### src/rtl/button_debouncer.sv
// button_debouncer: synchronizes a raw button level, flags every synchronized change,
// and qualifies a new level only after it has stayed stable for STABLE_CYCLES clocks.
module button_debouncer #(
    parameter int STABLE_CYCLES = 16,
    parameter int CNT_W         = $clog2(STABLE_CYCLES) + 1
) (
    input  logic clk,
    input  logic reset,
    input  logic button_in,
    output logic sig_sync,
    output logic sig_change,
    output logic db_sig,
    output logic db_rise,
    output logic db_fall
);
    logic             sync1_q, sync2_q, sync3_q, db_q, rise_q, fall_q;
    logic             sync1_d, sync2_d, sync3_d, db_d, rise_d, fall_d;
    logic [CNT_W-1:0] cnt_q, cnt_d;
    logic             hold, done;
    always_comb begin
        sync1_d = button_in;
        sync2_d = sync1_q;
        sync3_d = sync2_q;
        hold    = (sync2_q ^ sync3_q) || (sync2_q == db_q);
        done    = cnt_q == CNT_W'(STABLE_CYCLES - 1);
        cnt_d   = (hold || done) ? '0 : cnt_q + 1'b1;
        db_d    = (!hold && done) ? sync2_q : db_q;
        rise_d  = !hold && done && sync2_q;
        fall_d  = !hold && done && !sync2_q;
    end
    always_ff @(posedge clk) begin
        if (reset) begin
            sync1_q <= 1'b0;
            sync2_q <= 1'b0;
            sync3_q <= 1'b0;
            cnt_q   <= '0;
            db_q    <= 1'b0;
            rise_q  <= 1'b0;
            fall_q  <= 1'b0;
        end else begin
            sync1_q <= sync1_d;
            sync2_q <= sync2_d;
            sync3_q <= sync3_d;
            cnt_q   <= cnt_d;
            db_q    <= db_d;
            rise_q  <= rise_d;
            fall_q  <= fall_d;
        end
    end
    assign sig_sync   = sync2_q;
    assign sig_change = sync2_q ^ sync3_q;
    assign db_sig     = db_q;
    assign db_rise    = rise_q;
    assign db_fall    = fall_q;
endmodule

### config.mk
export PLATFORM = sky130hd
export DESIGN_NAME = button_debouncer
export DESIGN_NICKNAME = d
export VERILOG_FILES = /design/src/rtl/button_debouncer.sv
export SDC_FILE = /design/constraint.sdc
export NUM_CORES = 1
export LEC_CHECK = 0
export ABC_AREA = 0
export CAP_MARGIN = 10
export CORE_AREA = 10 10 47 49
export DETAILED_ROUTE_END_ITERATION = 16
export DIE_AREA = 0 0 57 59
export GPL_TIMING_DRIVEN = 0
export PLACE_DENSITY = 0.58
export SLEW_MARGIN = 20
export SYNTH_ARGS = -nofsm -noshare
export SYNTH_HDL_FRONTEND = slang
export SYNTH_SLANG_ARGS = --single-unit
### constraint.sdc
create_clock -name clk -period 1.5 [get_ports clk]
set_input_delay 0.3 -clock clk [delete_from_list [all_inputs] [get_ports clk]]
set_output_delay 0.3 -clock clk [all_outputs]
set_load 0.01 [all_outputs]
# Word level (Yosys, flattened, before mapping)
# Index checks and enable logic that the tools add are counted.
# Widths: inputs -> output; s select.
word_totals:
  reg_bits: 11
  inputBits: 3
  wordCells: 19
op_classes:
  n_addsub: 1
  n_eq_ne: 2
  n_bitwise: 1
  reduce_logical: 8
ops:
  columns: ["operator", "n"]
  rows:
  - ["$add 5x1->5 const B", 1]
  - ["$eq 5x4->1 const B", 1]
  - ["$logic_and 1x1->1", 3]
  - ["$logic_not 1->1", 2]
  - ["$logic_or 1x1->1", 2]
  - ["$reduce_or 2->1", 1]
  - ["$eq 1x1->1", 1]
  - ["$xor 1x1->1", 1]

# Longest topological paths before layout
depth:
  depth_word: 5
  ltp_mapped: 6
  depth_no_buf: 6

# Worst setup path after synthesis
# Ideal clock, no wire load.
synth_path:
  kind: "flip-flop to flip-flop"
  from: "register cnt_q[0]"
  to: "register db_q, in the netlist db_sig"
  setup_ns: 0.117
  t_arrival_ns: 1.302
  slack_ns: 0.082
  stages_incl_launch_ff: 7
  path_cell_list: "dfxtp_1 ha_1 and3_1 ha_1 a21o_2 a22oi_1 nor2_1"
synth_between:
  elab_chain_len: 2
synth_rtl:
  columns: ["item", "line_no", "rtl"]
  rows:
  - ["from (decl)", "18", "logic [CNT_W-1:0] cnt_q, cnt_d;"]
  - ["from (signal assigned)", "44", "cnt_q <= cnt_d;"]
  - ["$eq 5x4->1", "25", "done = cnt_q == CNT_W'(STABLE_CYCLES - 1);"]
  - ["$logic_and 1x1->1", "27", "db_d = (!hold && done) ? sync2_q : db_q;"]
  - ["to (signal assigned)", "37", "db_q <= 1'b0;"]
  - ["to (signal assigned)", "45", "db_q <= db_d;"]
  - ["to (decl)", "16", "logic sync1_q, sync2_q, sync3_q, db_q, rise_q, fall_q;"]
# Every way passes these cells.
# A chain may end at the register's enable or synchronous reset.

# Worst setup path in the final report
layout_path:
  from: "register fall_q, in the netlist db_fall"
  to: "output db_fall"
layout_lines:
  columns: ["item", "line_no", "rtl"]
  rows:
  - ["from (decl)", "16", null]
  - ["from (signal assigned)", "47", "fall_q <= fall_d;"]
  - ["to (decl)", "14", "output logic db_fall"]
# No word-level cell between the ends.

==> run_results.csv <==
group,metric,value,unit
worst_setup_path,max_stage_delay,0.53,ns
synthesis,synth_ff_type,"dfxtp_1",
floorplan,ios,8,
worst_setup_path,crit_slowest_cell,"clkdlybuf4s50_1",
worst_setup_path,endpoint_kind,"primary output",
worst_setup_path,worstPathMaxFanout,1,
global_route,grt_max_degree,8,
detailed_routing,m1WireLength,337,um
floorplan,start_util,0.2893,
synthesis,yosysSeqAreaShare,0.5432,
cts,clk_latency,0.27,ns
synthesis,synth.area.top_cells,"dfxtp_1, nor2_1, ha_1",
timing,slew_headroom,0.8506,
cts,clkTransAtPathRegs,0.06,ns
synthesis,synth.top_cell.area_share,0.5432,
worst_setup_path,cp.arrival,1.11,ns
placement,place_ws,-0.005829,ns
synthesis,synth_edf_count,0,
synthesis,synth.largest_area_cell,"dfxtp_1",
cts,root_buffer,"clkbuf_4",
detailed_routing,ant_nets,0,
worst_setup_path,critPathLaunch,"db_fall",
cts,cts_tree,"built",
timing,setup_viol,0,
global_route,grt_usage,0.05065,
worst_setup_path,cp_num_buf_inv,1,
synthesis,synth_cell_types,18,
detailed_routing,wl,695,um
cts,postCtsSetupBuffers,0,
worst_setup_path,r2r-start,"cnt_q[0]",
timing,setup_ws,0.09299,ns
detailed_routing,first_pass_iters,4,
floorplan,die_y,59,um
timing,rsz0062_at_grt,"no",
cts,cts_hold_buf,0,
finish,num_antenna_cells,0,
detailed_routing,drcViolationCount,0,
worst_setup_path,crit_family,"buffers and inverters",
finish,drive_gt1_frac,0.3061,
placement,gp_congestion,0.6226,
worst_setup_path,crit_type,"flip-flop to primary output",
floorplan,dieArea,3363,um^2
timing,fin_crit_sh,0.9380,
status,status,"complete, no violations",
pwr,power.density,938.5,nW/um^2
synthesis,synthesis.area,405.4,um^2
worst_setup_path,worstPathCellList,"clkdlybuf4s50_1",
floorplan,die_w,57,um
worst_setup_path,startpoint_type,"flip-flop",
detailed_routing,wl_met3,88,um
detailed_routing,vias_per_cell,4.431,
min_path,hp-start,"cnt_q[0]",
synthesis,avgSynthCellArea,10.67,um^2
synthesis,yosysMostFrequentCell,"dfxtp_1",
timing,holdWs,0.4191,ns
timing,slew_viol_final,0,
finish,nFillCells,156,
worst_setup_path,required,1.20,ns
finish,area_growth,35.19,%
detailed_routing,drt-initial-drc-count,2,
global_route,grt_pass1_vias,313,
placement,place_inst,61,
detailed_routing,topRoutingLayerUsed,"met3",
global_route,antenna_found_initial,0,
synthesis,ys_warn_count,0,
detailed_routing,routed-wl-met2,268,um
cts,h-tree-depth,1,
detailed_routing,vias,288,
global_route,grt_pass1_wl,1297,um
placement,dp_hpwl,481,um
synthesis,synth_cells,38,
timing,skew,0.005514,ns
cts,cts_made_buffers,3,
run,drv_cap,0,
floorplan,core-area,1401,um^2
placement,port_buffers,7,
synthesis,synth_common_cells,"dfxtp_1, nor2_1",
detailed_routing,wl_per_cell,10.69,um
pwr,peakVddDrop,0.0005376,V
synthesis,yosys_register_bits,11,
timing,worst-slew-pin-transition,0.2210,ns
floorplan,rows,14,
finish,fin_cells,65,
timing,finalCriticalPeriod,1.407,ns
finish,nets,55,
min_path,hold_path_class,"flip-flop to flip-flop",
cts,clockBufferDepth,2,
timing,tns,0,ns
synthesis,synth_nets,43,
timing,hold_viol,0,
synthesis,async_flop_share,0,
cts,cts.sinks,11,
timing,fmax,710.7,MHz
global_route,gr-total-overflow,0,
pwr,p_leak,0.0002206,uW
-- per-stage QoR --
step                      instance area [um^2]  utilization  power (uW)
final                                    548.0       0.3911       514.3
after floorplan                          405.4            -       311.0
after detailed placement                 495.5       0.3536       324.7
after CTS                                524.3       0.3741       527.5
after global routing                     548.0       0.3911       545.6
after global placement                   495.5       0.3536       324.7
-- state kept, by name (all words and copies together) (netlist names) --
register and cells:
sig_sync 1, sync1_q 1, db_rise 1, cnt_q 5, db_sig 1, db_fall 1
sync3_q 1
-- final cells by class --
| class | count | area, um^2 | area share |
|---|---|---|---|
| repair buffers | 7 | 66.31 | 0.1210 |
| clock buffers | 4 | 26.28 | 0.04795 |
| multi-input cells | 25 | 202.7 | 0.3699 |
| inverters | 2 | 7.507 | 0.01370 |
| well taps | 16 | 20.02 | 0.03653 |
| flip-flops and latches | 11 | 225.2 | 0.4110 |
-- cell families after synthesis --
| family | Yosys count | synth area share |
|---|---|---|
| fa+ha+maj | 2 | 0.06172 |
| compound gates | 3 | 0.06174 |
| simple gates | 17 | 0.2500 |
| flops | 11 | 0.5432 |
| xor+xnor | 3 | 0.06483 |
| buf+inv | 2 | 0.01853 |
-- power breakdown --
part | switching [uW] | internal, uW
Combinational | 6.63 | 10.5
Clock | 95.4 | 103
Sequential | 3.37 | 296
-- worst reg2reg max path: cells and delay by family (launching register included) --
family / cells / cell delay [ns]
AO/OA/AOI/OAI: 2 / 0.37
adder cells (fa/ha/maj): 2 / 0.36
flip-flops: 1 / 0.33
AND/OR/NAND/NOR: 2 / 0.23
-- worst paths after layout --
check,endpoint,slack (ns),cells past startpoint
hold reg to reg,cnt_q[0],0.42,1
hold / removal,cnt_q[0],0.42,1
setup / recovery,db_fall,0.09,1
setup reg to reg,db_sig,0.10,6
-- cell usage in the layout (no fill, tap or decap) --
cell             instances
inv_1                    2
and4b_2                  1
xor2_1                   2
xnor2_1                  1
dlygate4sd2_1            3
ha_4                     1
nor3b_1                  1
a21o_2                   1
ha_2                     1
dfxtp_1                  7
a22oi_2                  1
clkdlybuf4s50_1          4
nand2b_1                 1
nor2b_1                  2
and2b_1                  1
nor2_1                   7
nor4b_1                  1
o21ai_2                  1
nand3_1                  1
dfxtp_2                  4
and3_4                   1
clkbuf_4                 3
and3b_2                  1
clkbuf_1                 1
-- metal layers --
layer,up-vias,track usage
met3,0,0.04936
li1,150,-
met5,-,0
met4,0,0.03020
met2,11,0.06202
met1,127,0.05370
-- what timing repair did --
action | CTS | global route
gates resized for setup | 7 | 5
setup endpoints to repair | 4 | 1
endpoints found under the hold margin | 0 | 0
Power figures use the tool's default switching activity.
